### config.mk
export PLATFORM = sky130hd
export DESIGN_NAME = stopwatch
export DESIGN_NICKNAME = d
export VERILOG_FILES = /design/src/rtl/stopwatch.sv
export SDC_FILE = /design/constraint.sdc
export NUM_CORES = 1
export LEC_CHECK = 0
export CAP_MARGIN = 0
export CORE_MARGIN = 10
export CORE_UTILIZATION = 56
export DETAILED_ROUTE_END_ITERATION = 8
export GPL_TIMING_DRIVEN = 0
export PLACE_DENSITY = 0.74
export SLEW_MARGIN = 20
export SYNTH_ARGS = -nofsm -noshare
export SYNTH_HDL_FRONTEND = slang
export SYNTH_SLANG_ARGS = --single-unit
### constraint.sdc
create_clock -name clk -period 2.2 [get_ports clk]
set_input_delay 0.44 -clock clk [delete_from_list [all_inputs] [get_ports clk]]
set_output_delay 0.44 -clock clk [all_outputs]
set_load 0.005 [all_outputs]
### src/rtl/stopwatch.sv
// Free-running seconds stopwatch: divides clk to a 1-per-TICK_DIV tick, counts 00..59 in BCD,
// exports the ones digit as `color` and decodes it onto two red/blue LED pairs.
module stopwatch #(
    parameter int TICK_DIV = 125_000_000
) (
    input  logic       clk,
    input  logic       rst,
    output logic [3:0] color,
    output logic       red1,
    output logic       blue1,
    output logic       red2,
    output logic       blue2
);

    localparam int            PW       = (TICK_DIV > 1) ? $clog2(TICK_DIV) : 1;
    localparam logic [PW-1:0] PRE_LAST = PW'(TICK_DIV - 1);

    logic [PW-1:0] pre;
    logic          tick;
    logic [3:0]    sec_ones;
    logic [2:0]    sec_tens;

    assign tick = (pre == PRE_LAST);

    // NOTE: state registers use non-blocking assignments so every flop samples pre-edge values.
    always_ff @(posedge clk or posedge rst) begin
        if (rst) begin
            pre <= '0;
        end else if (tick) begin
            pre <= '0;
        end else begin
            pre <= pre + 1'b1;
        end
    end

    // Digits advance on the same edge the prescaler wraps, so color updates with zero extra latency.
    always_ff @(posedge clk or posedge rst) begin
        if (rst) begin
            sec_ones <= 4'd0;
            sec_tens <= 3'd0;
        end else if (tick) begin
            if (sec_ones != 4'd9) begin
                sec_ones <= sec_ones + 4'd1;
            end else begin
                sec_ones <= 4'd0;
                sec_tens <= (sec_tens == 3'd5) ? 3'd0 : sec_tens + 3'd1;
            end
        end
    end

    assign color = sec_ones;
    assign red1  = color[0];
    assign blue1 = color[1];
    assign red2  = color[2];
    assign blue2 = color[3];

endmodule

# After elaboration in Yosys (flattened, before gate mapping)
# Index checks and enable logic that the tools add are counted.
dict set report totals {
  register_bits 31
  input_bits 2
  elab_cells 8
}
dict set report classes {
  eq_ne 2
  n_mux 2
  addsub 2
}
# operator count
set op_table {}
lappend op_table {{$add A27 B1 Y27 const B} 1}
lappend op_table {{$eq A27 B27 Y1 const B} 1}
lappend op_table {{$mux W27} 1}
lappend op_table {{$add A4 B1 Y4 const B} 1}
lappend op_table {{$mux W4} 1}
lappend op_table {{$ne A4 B4 Y1 const B} 1}

# Depth between registers and ports, before layout
# Gate-level depths: netlist (run 1).
dict set report depth {
  word_depth 2
  mapped_depth 7
  ltp_nobuf 5
}

# Worst setup path before layout (run 1)
# Ideal clock, no wire load.
dict set report synth_path {
  path_kind {register to register}
  from {register pre[0]}
  to {register pre[11]}
  required_ns 2.078
  arrival_time_ns 1.756
  n_path_buf 2
  stages_incl_launch_ff 8
  slack_ns 0.322
  cell_sequence {dfrtp_1 ha_1 and3_1 clkbuf_1 nand3_1 nor4_1 buf_2 nor2_1}
}
dict set report synth_between {
  elab_chain_len 2
}
# item line_no
set synth_lines {}
lappend synth_lines {{start: declaration} 18} ;# logic [PW-1:0] pre;
lappend synth_lines {{start signal: assignment} 32} ;# pre <= pre + 1'b1;
lappend synth_lines {{$add A27 B1 Y27 or $eq A27 B27 Y1 (tied branches)} {32, 23}}
lappend synth_lines {{$mux W27 *} 29} ;# end else if (tick) begin
# Mark *: on every way between the ends. The rest lies on a longest branch, timed or not.
# A chain may end at the register's enable or synchronous reset.

# Worst setup path after layout (run 1)
dict set report layout_path {
  from {register pre[9]}
  to {register pre[24]}
}
# Same word-level chain as after synthesis.

==> impl_metrics.yaml, run 1 <==
power:
  p_sw_mw: 0.189
  power.share.combinational_pct: 1.4
  internal_power_mw: 0.684
  clkPwrFrac_pct: 33.3
  power_switching_share_pct: 21.6
  pwr_density_cell_mw_per_mm2: 454
  irDropWorstVdd_uv: 270
  power_mw: 0.873
  share_seq_of_total_power_pct: 65.2
  static_leak_nw: 0.776
worst_setup_path:
  critPathSlowestCell: "sky130_fd_sc_hd__or4_1"
  worst_setup_path_startpoint: "pre[9]$_DFF_PP0_"
  reg2regPathDepth: 6
  worst-path-max-fanout: 10
  worstSetupEndpoint: "pre[24]$_DFF_PP0_"
  critPathMaxStageDelay_ns: 0.50
  regToRegStartpoint: "pre[9]$_DFF_PP0_"
  reg2reg_setup_slack_ns: 0.14
  end_of_the_worst_register_to_register_path: "pre[24]$_DFF_PP0_"
  critical_path.top_delay_family: "simple AND/OR/NAND/NOR gates"
  cp_num_cells: 6
  crit_path_end_kind: "register"
  worstPathRequired_ns: 2.46
  cell_by_cell_listing_of_the_critical_path: "clkbuf_4 > nand4_1 > or4_4 > buf_6 > or4_1 > a21oi_1"
  critPathBufInv: 2
  critical_path_class: "reg -> reg"
  worst_ep_arrival_time_ns: 2.32
  cp-start-kind: "register"
placement:
  dp_cells: 215
  place_congestion: 0.967
  port_buffers: 9
  place.detailed.hpwl_um: 2680
cells_and_area:
  antennaDiodeCount: 0
  fin_util_pct: 67.9
  area.growth.synth_to_final_pct: 12.3
  final_cells: 223
  final_layout_size_suffix_gt1_share_pct: 14.1
  nets: 196
clock_tree:
  ctsHtreeMaxLevel: 2
  cts-buffers-inserted: 5
  tritoncts: "done"
  ctsRootBufferMaster: "sky130_fd_sc_hd__clkbuf_4"
  clock_insertion_delay_worst_skew_ns: 0.33
  max-clock-path-buffers: 2
  clk_transition_reported_paths_ns: 0.08
  cts_sinks: 31
yosys:
  synthAdderAreaFrac_pct: 0.732
  yosys.cell_types.count: 38
  post_synth_inst_count: 175
  ys_top_cells_by_area: "sky130_fd_sc_hd__dfrtp_1 (45%), sky130_fd_sc_hd__xnor2_1 (6.1%), sky130_fd_sc_hd__nand4_1 (5.1%)"
  synth_flop_cell: "sky130_fd_sc_hd__dfrtp_1"
  synth.ff_latch_count: 31
  area_leader_netlist: "sky130_fd_sc_hd__dfrtp_1"
  synthMostInstantiatedCell: "sky130_fd_sc_hd__dfrtp_1"
  ys_warn_count: 0
  syn-cell-area_mm2: 0.00171
  yosys.area_share.xor_xnor_pct: 8.71
  synth.yosys.seq_area_share_pct: 45.4
  synth_enable_flop_cells: 0
  synth-async-reset-ratio_pct: 100
  post_synthesis_mux_area_share_pct: 2.41
  netlist_top_cells_count: "sky130_fd_sc_hd__dfrtp_1 (31), sky130_fd_sc_hd__nand4_1 (14), sky130_fd_sc_hd__nand2_1 (12), sky130_fd_sc_hd__xnor2_1 (12), sky130_fd_sc_hd__nor2_1 (11)"
  post_synth_and_or_nand_nor_area_fraction_pct: 30.0
  synthDominantCellAreaShare_pct: 45.4
  synth-compound-area-share_pct: 7.68
  postSynthNetCount: 178
  synth.avg_cell_area_um2: 9.77
  synth_top_family_by_area: "simple AND/OR/NAND/NOR gates"
sta:
  timing.final.max_slew_violations: 0
  setup_violations: 0
  whs_ns: 0.493
  final_min_period_over_clock_period_pct: 93.7
  final.setup_skew_ns: 0.0124
  timing.slew.headroom_pct: 54.5
  worst-slew-pin-transition_ns: 0.677
  grt_setup_unrepaired: "no"
  timing.final.crit_period_ns: 2.06
  fmax_mhz: 485
  final_hold_viol_count: 0
drt:
  routed-via-count: 1416
  first_iter_violations: 140
  average_wire_per_standard_cell_um: 17.0
  ant_nets: 0
  total_wire_length_after_detailed_routing_um: 3800
  route.detailed.drc: 0
  drt-pass1-iter-count: 4
  vias_per_cell: 6.35
grt:
  grt_max_degree: 32
  grt_pass1_wl_um: 6150
  first_global_vias: 1321
  gr-total-overflow: 0
  initial_antenna_violation_count: 0
  overall_global_routing_resource_usage_pct: 14.2
die:
  fp-row-count: 19
  dieWidth_um: 75.3
  placeableCoreArea_mm2: 0.00283
  initial_core_util_pct: 60.5
  floorplan.die_area_mm2: 0.00566
  io_pins: 10
  die_height_um: 75.3
hold_path:
  worst_hold_path_type: "reg -> reg"
  min-delay-start: "pre[25]$_DFF_PP0_"
flow_run:
  max_cap_viol_count: 0
status:
  outcome: "finished clean"
## state kept, by name, indices dropped and copies added (netlist names)
| signal | count |
|---|---|
| pre | 27 |
| color | 4 |
## cells by family after synthesis
family	Yosys count
multiplexers	4
buffers and inverters	16
adder cells (fa/ha/maj)	1
AO/OA/AOI/OAI	21
flip-flops	31
AND/OR/NAND/NOR	85
XOR/XNOR	17
## stage by stage
step | setup slack, ns | TNS, ns | area, µm²
finish | 0.139 | 0 | 1920
global route | 0.0192 | 0 | 1920
CTS | 0.00935 | 0 | 1890
detailed placement | -0.239 | -2.33 | 1840
global placement | -0.252 | -2.48 | 1840
floorplan | 0.322 | 0 | 1710
## power groups by stage
stage	clock, mW	combinational, mW	sequential, mW
after global placement	0	0.0129	0.581
final	0.291	0.0126	0.569
after floorplan	0	0.00842	0.581
after CTS	0.296	0.0134	0.569
after detailed placement	0	0.0134	0.581
after global routing	0.325	0.0148	0.569
## worst reg2reg max path, delay by kind of cell (launching register included)
kind | cells | cell delay [ns]
AOI/OAI and AO/OA | 1 | 0.16
buffers and inverters | 2 | 0.35
DFF | 1 | 0.33
and+or+nand+nor | 3 | 1.15
## area by class of cell
type | instances | area (µm²)
repair buffers | 12 | 113
flip-flops and latches | 31 | 776
clock buffers | 6 | 41.3
multi-input cells | 128 | 863
inverters | 5 | 18.8
plain buffers | 10 | 70.1
well taps | 31 | 38.8
fillers | 227 | 908
## timing repair
action                                  4_1_cts  5_1_grt
pin swaps                                     1        2
hold buffers                                  0        0
cloned                                        0        0
gates resized for setup                       1        4
setup buffers                                 1        2
endpoints found under the setup margin       11       11
## worst min path at each step
stage                                    to  cells after the start
after floorplan           pre[25]$_DFF_PP0_                      1
after global placement    pre[25]$_DFF_PP0_                      1
after detailed placement  pre[25]$_DFF_PP0_                      1
after CTS                 pre[25]$_DFF_PP0_                      1
after global routing      pre[25]$_DFF_PP0_                      1
final                     pre[25]$_DFF_PP0_                      1
## layout by cell type (no fill, tap or decap), types with 2 or more instances in the layout
master / n
sky130_fd_sc_hd__a21oi_1: 5
sky130_fd_sc_hd__and2_1: 2
sky130_fd_sc_hd__and3_1: 2
sky130_fd_sc_hd__and3_2: 2
sky130_fd_sc_hd__and4_1: 5
sky130_fd_sc_hd__buf_2: 2
sky130_fd_sc_hd__buf_4: 7
sky130_fd_sc_hd__clkbuf_1: 2
sky130_fd_sc_hd__clkbuf_4: 7
sky130_fd_sc_hd__clkdlybuf4s50_1: 9
sky130_fd_sc_hd__dfrtp_1: 31
sky130_fd_sc_hd__inv_1: 4
sky130_fd_sc_hd__mux2i_1: 3
sky130_fd_sc_hd__nand2_1: 12
sky130_fd_sc_hd__nand3_1: 9
sky130_fd_sc_hd__nand4_1: 14
sky130_fd_sc_hd__nor2_1: 11
sky130_fd_sc_hd__nor2b_1: 2
sky130_fd_sc_hd__nor3_1: 6
sky130_fd_sc_hd__nor4_1: 4
sky130_fd_sc_hd__nor4bb_1: 3
sky130_fd_sc_hd__o211ai_1: 2
sky130_fd_sc_hd__o21ai_0: 6
sky130_fd_sc_hd__o31ai_1: 5
sky130_fd_sc_hd__or3_1: 2
sky130_fd_sc_hd__or4_1: 4
sky130_fd_sc_hd__xnor2_1: 12
sky130_fd_sc_hd__xor2_1: 5
## per-layer routing
| layer | part of all wire [%] | track usage [%] |
|---|---|---|
| met5 | 0 | 0 |
| met4 | 1.2 | 8.04 |
| met3 | 7.6 | 4.47 |
| met2 | 48 | 21.7 |
| met1 | 44 | 17.4 |
Power figures use the tool's default switching activity.
==> run 2: changes to the inputs <==
Settings changed: CORE_ASPECT_RATIO set to 1.1.
==> run 2 against run 1 <==
Compared with the run above:
- utilization up 0.49 points
- non-clock buffer count is 1 higher
- sequential cell count is the same
- first-iteration DRC count is 49% lower
- critical endpoint is now pre[20]$_DFF_PP0_
- sequential power is essentially flat
- clock skew down 0.0048 ns
- critical path type unchanged
==> impl_metrics.yaml, run 2 (synthesis results as in run 1) <==
grt:
  grt_pass1_wl_um: 6630
  first_global_vias: 1424
  gr-total-overflow: 0
  grt_max_degree: 32
  overall_global_routing_resource_usage_pct: 14.1
  initial_antenna_violation_count: 0
die:
  floorplan.die_area_mm2: 0.00567
  fp-row-count: 20
  die_height_um: 78.0
  dieWidth_um: 72.7
  io_pins: 10
  initial_core_util_pct: 60.0
  placeableCoreArea_mm2: 0.00285
drt:
  route.detailed.drc: 0
  total_wire_length_after_detailed_routing_um: 3850
  route.top_layer_used: "met4"
  drt-pass1-iter-count: 4
  average_wire_per_standard_cell_um: 16.9
  metal3_wl_um: 243
  vias_per_cell: 6.27
  drt-met1-wl_um: 1710
  ant_nets: 0
  route.met2.wl_um: 1870
  routed-via-count: 1429
  first_iter_violations: 72
placement:
  port_buffers: 9
  place.detailed.hpwl_um: 2740
  dp_cells: 217
  place_worst_setup_slack_ns: -0.213
  place_congestion: 0.902
power:
  pwr_density_cell_mw_per_mm2: 493
  irDropWorstVdd_uv: 365
  static_leak_nw: 0.792
cells_and_area:
  final_cells: 228
  final_layout_size_suffix_gt1_share_pct: 14.4
  antennaDiodeCount: 0
  register_ranked_first_by_flip_flop_count: "pre"
  largest_reg_flops: 27
  nets: 197
  layout_common_cells: "sky130_fd_sc_hd__dfrtp_1 (31), sky130_fd_sc_hd__nand4_1 (14), sky130_fd_sc_hd__nand2_1 (12), sky130_fd_sc_hd__xnor2_1 (12), sky130_fd_sc_hd__nor2_1 (11)"
  num-fill-cells: 239
  final_common_cell: "sky130_fd_sc_hd__dfrtp_1"
  area.growth.synth_to_final_pct: 14.0
clock_tree:
  max-clock-path-buffers: 2
  ctsRootBufferMaster: "sky130_fd_sc_hd__clkbuf_4"
  cts-buffers-inserted: 5
  clk_transition_reported_paths_ns: 0.09
  tritoncts: "done"
  ctsHtreeMaxLevel: 2
  cts_sinks: 31
  cts_hold_buffers: 0
  clock_insertion_delay_worst_skew_ns: 0.34
worst_setup_path:
  critical_path_class: "reg -> reg"
  worst-path-max-fanout: 10
  crit_path_end_kind: "register"
  worst_ep_arrival_time_ns: 2.34
  worstPathRequired_ns: 2.47
  cp-start-kind: "register"
sta:
  grt_setup_unrepaired: "no"
  timing.final.max_slew_violations: 0
  fmax_mhz: 483
  final_hold_viol_count: 0
  setup_tns_ns: 0
  timing.final.crit_period_ns: 2.07
  setup_violations: 0
  whs_ns: 0.484
  worst-slew-pin-transition_ns: 0.702
  finalWorstSetupSlack_ns: 0.128
  final_min_period_over_clock_period_pct: 94.2
  final.setup_skew_ns: 0.00758
  timing.slew.headroom_pct: 52.8
hold_path:
  worst_hold_path_type: "reg -> reg"
flow_run:
  max_cap_viol_count: 0
status:
  outcome: "finished clean"
## run 2: what timing repair did
action | 4_1_cts | 5_1_grt
pin swaps | 0 | 1
gates cloned | 0 | 0
buffers inserted | 0 | 3
setup endpoints to repair | 10 | 11
resized for setup | 1 | 2
## run 2: path summary, 6_finish.rpt
path | start | to | slack [ns] | cells after the start
worst max-delay path | pre[9]$_DFF_PP0_ | pre[20]$_DFF_PP0_ | 0.13 | 6
worst max register to register | pre[9]$_DFF_PP0_ | pre[20]$_DFF_PP0_ | 0.13 | 6
worst min register to register | pre[25]$_DFF_PP0_ | pre[25]$_DFF_PP0_ | 0.48 | 1
max in group asynchronous | rst | pre[23]$_DFF_PP0_ | 1.26 | 2
min in group asynchronous | rst | color[1]$_DFFE_PP0N_ | 0.52 | 2
worst min-delay path | pre[25]$_DFF_PP0_ | pre[25]$_DFF_PP0_ | 0.48 | 1
## run 2: stage by stage
step                instance area, µm²  power (mW)  util (%)
floorplan                         1710       0.589         -
global placement                  1840       0.593      64.6
detailed placement                1840       0.594      64.6
CTS                               1920       0.968      67.2
global route                      1950       0.996      68.4
finish                            1950       0.962      68.4
## run 2: cell type report
type | instances | area, µm² | share of cell area (%)
Sequential cell | 31 | 776 | 39.8
Tap cell | 33 | 41.3 | 2.12
Buffer | 11 | 71.3 | 3.66
Timing Repair Buffer | 12 | 113 | 5.77
Multi-Input combinational cell | 128 | 862 | 44.2
Inverter | 5 | 18.8 | 0.962
Clock buffer | 8 | 68.8 | 3.53
## run 2: where the power goes
part / total, mW / internal [mW] / switching, mW
logic: 0.0125 / 0.00175 / 0.0108
registers: 0.569 / 0.569 / 0
clock network: 0.380 / 0.188 / 0.192
total: 0.962 / 0.759 / 0.203
## run 2: worst max-delay path: stages (launching register included)
cell and delay, ns:
sky130_fd_sc_hd__dfrtp_1 0.33, sky130_fd_sc_hd__buf_2 0.23, sky130_fd_sc_hd__nand4_1 0.19, sky130_fd_sc_hd__or4_4 0.45, sky130_fd_sc_hd__buf_6 0.15, sky130_fd_sc_hd__or4_1 0.50, sky130_fd_sc_hd__a21oi_1 0.15
## run 2: metal layers
| layer | global-route usage (%) | up-vias |
|---|---|---|
| li1 | - | 688 |
| met4 | 6.27 | 0 |
| met5 | 0 | - |
| met3 | 2.93 | 4 |
| met2 | 22.7 | 40 |
| met1 | 17.6 | 697 |
==> run 3: changes to the inputs <==
Settings changed: CORE_ASPECT_RATIO 1.1 to 0.75, CORE_UTILIZATION 56 to 58, PLACE_DENSITY 0.74 to 0.76.
==> run 3 against run 2 <==
Compared with the run above:
- first-iteration DRC count increased to 2.9 times the previous value
- critical path depth did not move
- critical path type unchanged
- largest cell class unchanged
- highest routed layer unchanged
- clock power increased by 14%
- sequential power about the same
==> impl_metrics.yaml, run 3 (synthesis results as in run 1) <==
sta:
  worst-slew-pin-transition_ns: 0.658
  setup_violations: 0
  final_min_period_over_clock_period_pct: 96.6
  final.setup_skew_ns: 0.00617
  timing.final.max_slew_violations: 0
  fmax_mhz: 470
  finalWorstSetupSlack_ns: 0.0738
  final_hold_viol_count: 0
  timing.slew.headroom_pct: 56.0
  timing.final.crit_period_ns: 2.13
die:
  placeableCoreArea_mm2: 0.00272
  io_pins: 10
  dieWidth_um: 82.7
  floorplan.die_area_mm2: 0.00554
  die_height_um: 67.0
  initial_core_util_pct: 62.8
  fp-row-count: 16
clock_tree:
  max-clock-path-buffers: 2
  cts-buffers-inserted: 5
  ctsRootBufferMaster: "sky130_fd_sc_hd__clkbuf_8"
  clock_insertion_delay_worst_skew_ns: 0.29
  cts_sinks: 31
  tritoncts: "done"
  clk_transition_reported_paths_ns: 0.07
  ctsHtreeMaxLevel: 2
grt:
  initial_antenna_violation_count: 0
  first_global_vias: 1434
  grt_pass1_wl_um: 6900
  gr-total-overflow: 0
  grt_max_degree: 32
  overall_global_routing_resource_usage_pct: 16.2
status:
  outcome: "finished clean"
drt:
  routed-via-count: 1482
  drt-pass1-iter-count: 4
  ant_nets: 0
  total_wire_length_after_detailed_routing_um: 4140
  average_wire_per_standard_cell_um: 17.9
  vias_per_cell: 6.42
  route.detailed.drc: 0
  first_iter_violations: 210
cells_and_area:
  register_ranked_first_by_flip_flop_count: "pre"
  area.growth.synth_to_final_pct: 15.2
  layout_common_cells: "sky130_fd_sc_hd__dfrtp_1 (31), sky130_fd_sc_hd__nand4_1 (14), sky130_fd_sc_hd__nand2_1 (12), sky130_fd_sc_hd__xnor2_1 (12), sky130_fd_sc_hd__nor2_1 (11)"
  largest_reg_flops: 27
  final_common_cell: "sky130_fd_sc_hd__dfrtp_1"
  nets: 197
  final_layout_size_suffix_gt1_share_pct: 14.4
  antennaDiodeCount: 0
  final_cells: 231
worst_setup_path:
  worst_ep_arrival_time_ns: 2.33
  critPathMaxStageDelay_ns: 0.50
  cp-start-kind: "register"
  crit_path_end_kind: "register"
  worstPathRequired_ns: 2.41
  cell_by_cell_listing_of_the_critical_path: "buf_2 > nand4_1 > or4_4 > buf_6 > or4_1 > a21oi_1"
  critical_path_class: "reg -> reg"
  critPathSlowestCell: "sky130_fd_sc_hd__or4_1"
  worst-path-max-fanout: 10
flow_run:
  max_cap_viol_count: 0
placement:
  port_buffers: 9
  place_worst_setup_slack_ns: -0.279
  dp_cells: 220
  place.detailed.hpwl_um: 2870
  place_congestion: 0.917
hold_path:
  worst_hold_path_type: "reg -> reg"
power:
  pwr_density_cell_mw_per_mm2: 516
  irDropWorstVdd_uv: 393
  static_leak_nw: 0.801
[run 3: routing by layer]
metal	vias up	track usage, %	share of wire [%]
li1	679	-	-
met1	712	19.8	43
met2	74	24.0	44
met3	17	6.57	11
met4	0	8.13	2.5
met5	-	0	0
[run 3: layout make-up]
type | instances | area [µm²]
Buffer | 10 | 67.6
Clock buffer | 7 | 76.3
Clock inverter | 1 | 5.00
Fill cell | 202 | 752
Inverter | 5 | 18.8
Multi-Input combinational cell | 128 | 862
Sequential cell | 31 | 776
Tap cell | 36 | 45.0
Timing Repair Buffer | 13 | 120
[run 3: metrics by stage]
stage / utilization [%] / instance area (µm²) / TNS (ns) / hold slack (ns) / power, mW
detailed placement: 67.8 / 1850 / -2.68 / 0.479 / 0.594
CTS: 71.6 / 1950 / 0 / 0.487 / 1.02
floorplan: - / 1710 / 0 / 0.435 / 0.589
global placement: 67.8 / 1850 / -2.87 / 0.468 / 0.593
global route: 72.4 / 1970 / -0.0320 / 0.517 / 1.05
finish: 72.4 / 1970 / 0 / 0.486 / 1.02
[run 3: timing repair]
item                                    CTS  global route
endpoints found under the hold margin     0             0
setup buffers                             1             3
pin swaps                                 1             3
hold buffers                              0             0
endpoints found under the setup margin   12            10
gates resized for setup                   2             1
[run 3: critical path, delay by kind of cell, from the launching register on]
kind	cells	cell delay, ns
and+or+nand+nor	3	1.18
DFF	1	0.31
buffers and inverters	2	0.38
AOI/OAI and AO/OA	1	0.16
[run 3: path summary, 6_finish.rpt]
check	start	to	slack, ns	cells past startpoint
max in group asynchronous	rst	pre[16]$_DFF_PP0_	1.20	2
max reg2reg	pre[9]$_DFF_PP0_	pre[24]$_DFF_PP0_	0.07	6
max	pre[9]$_DFF_PP0_	pre[24]$_DFF_PP0_	0.07	6
min	pre[25]$_DFF_PP0_	pre[25]$_DFF_PP0_	0.49	1
min in group asynchronous	rst	pre[5]$_DFF_PP0_	0.57	2
min reg2reg	pre[25]$_DFF_PP0_	pre[25]$_DFF_PP0_	0.49	1
[run 3: power by group]
group	total, mW	switching, mW	internal (mW)
Clock	0.434	0.212	0.222
Combinational	0.0129	0.0112	0.00171
Sequential	0.570	0	0.570
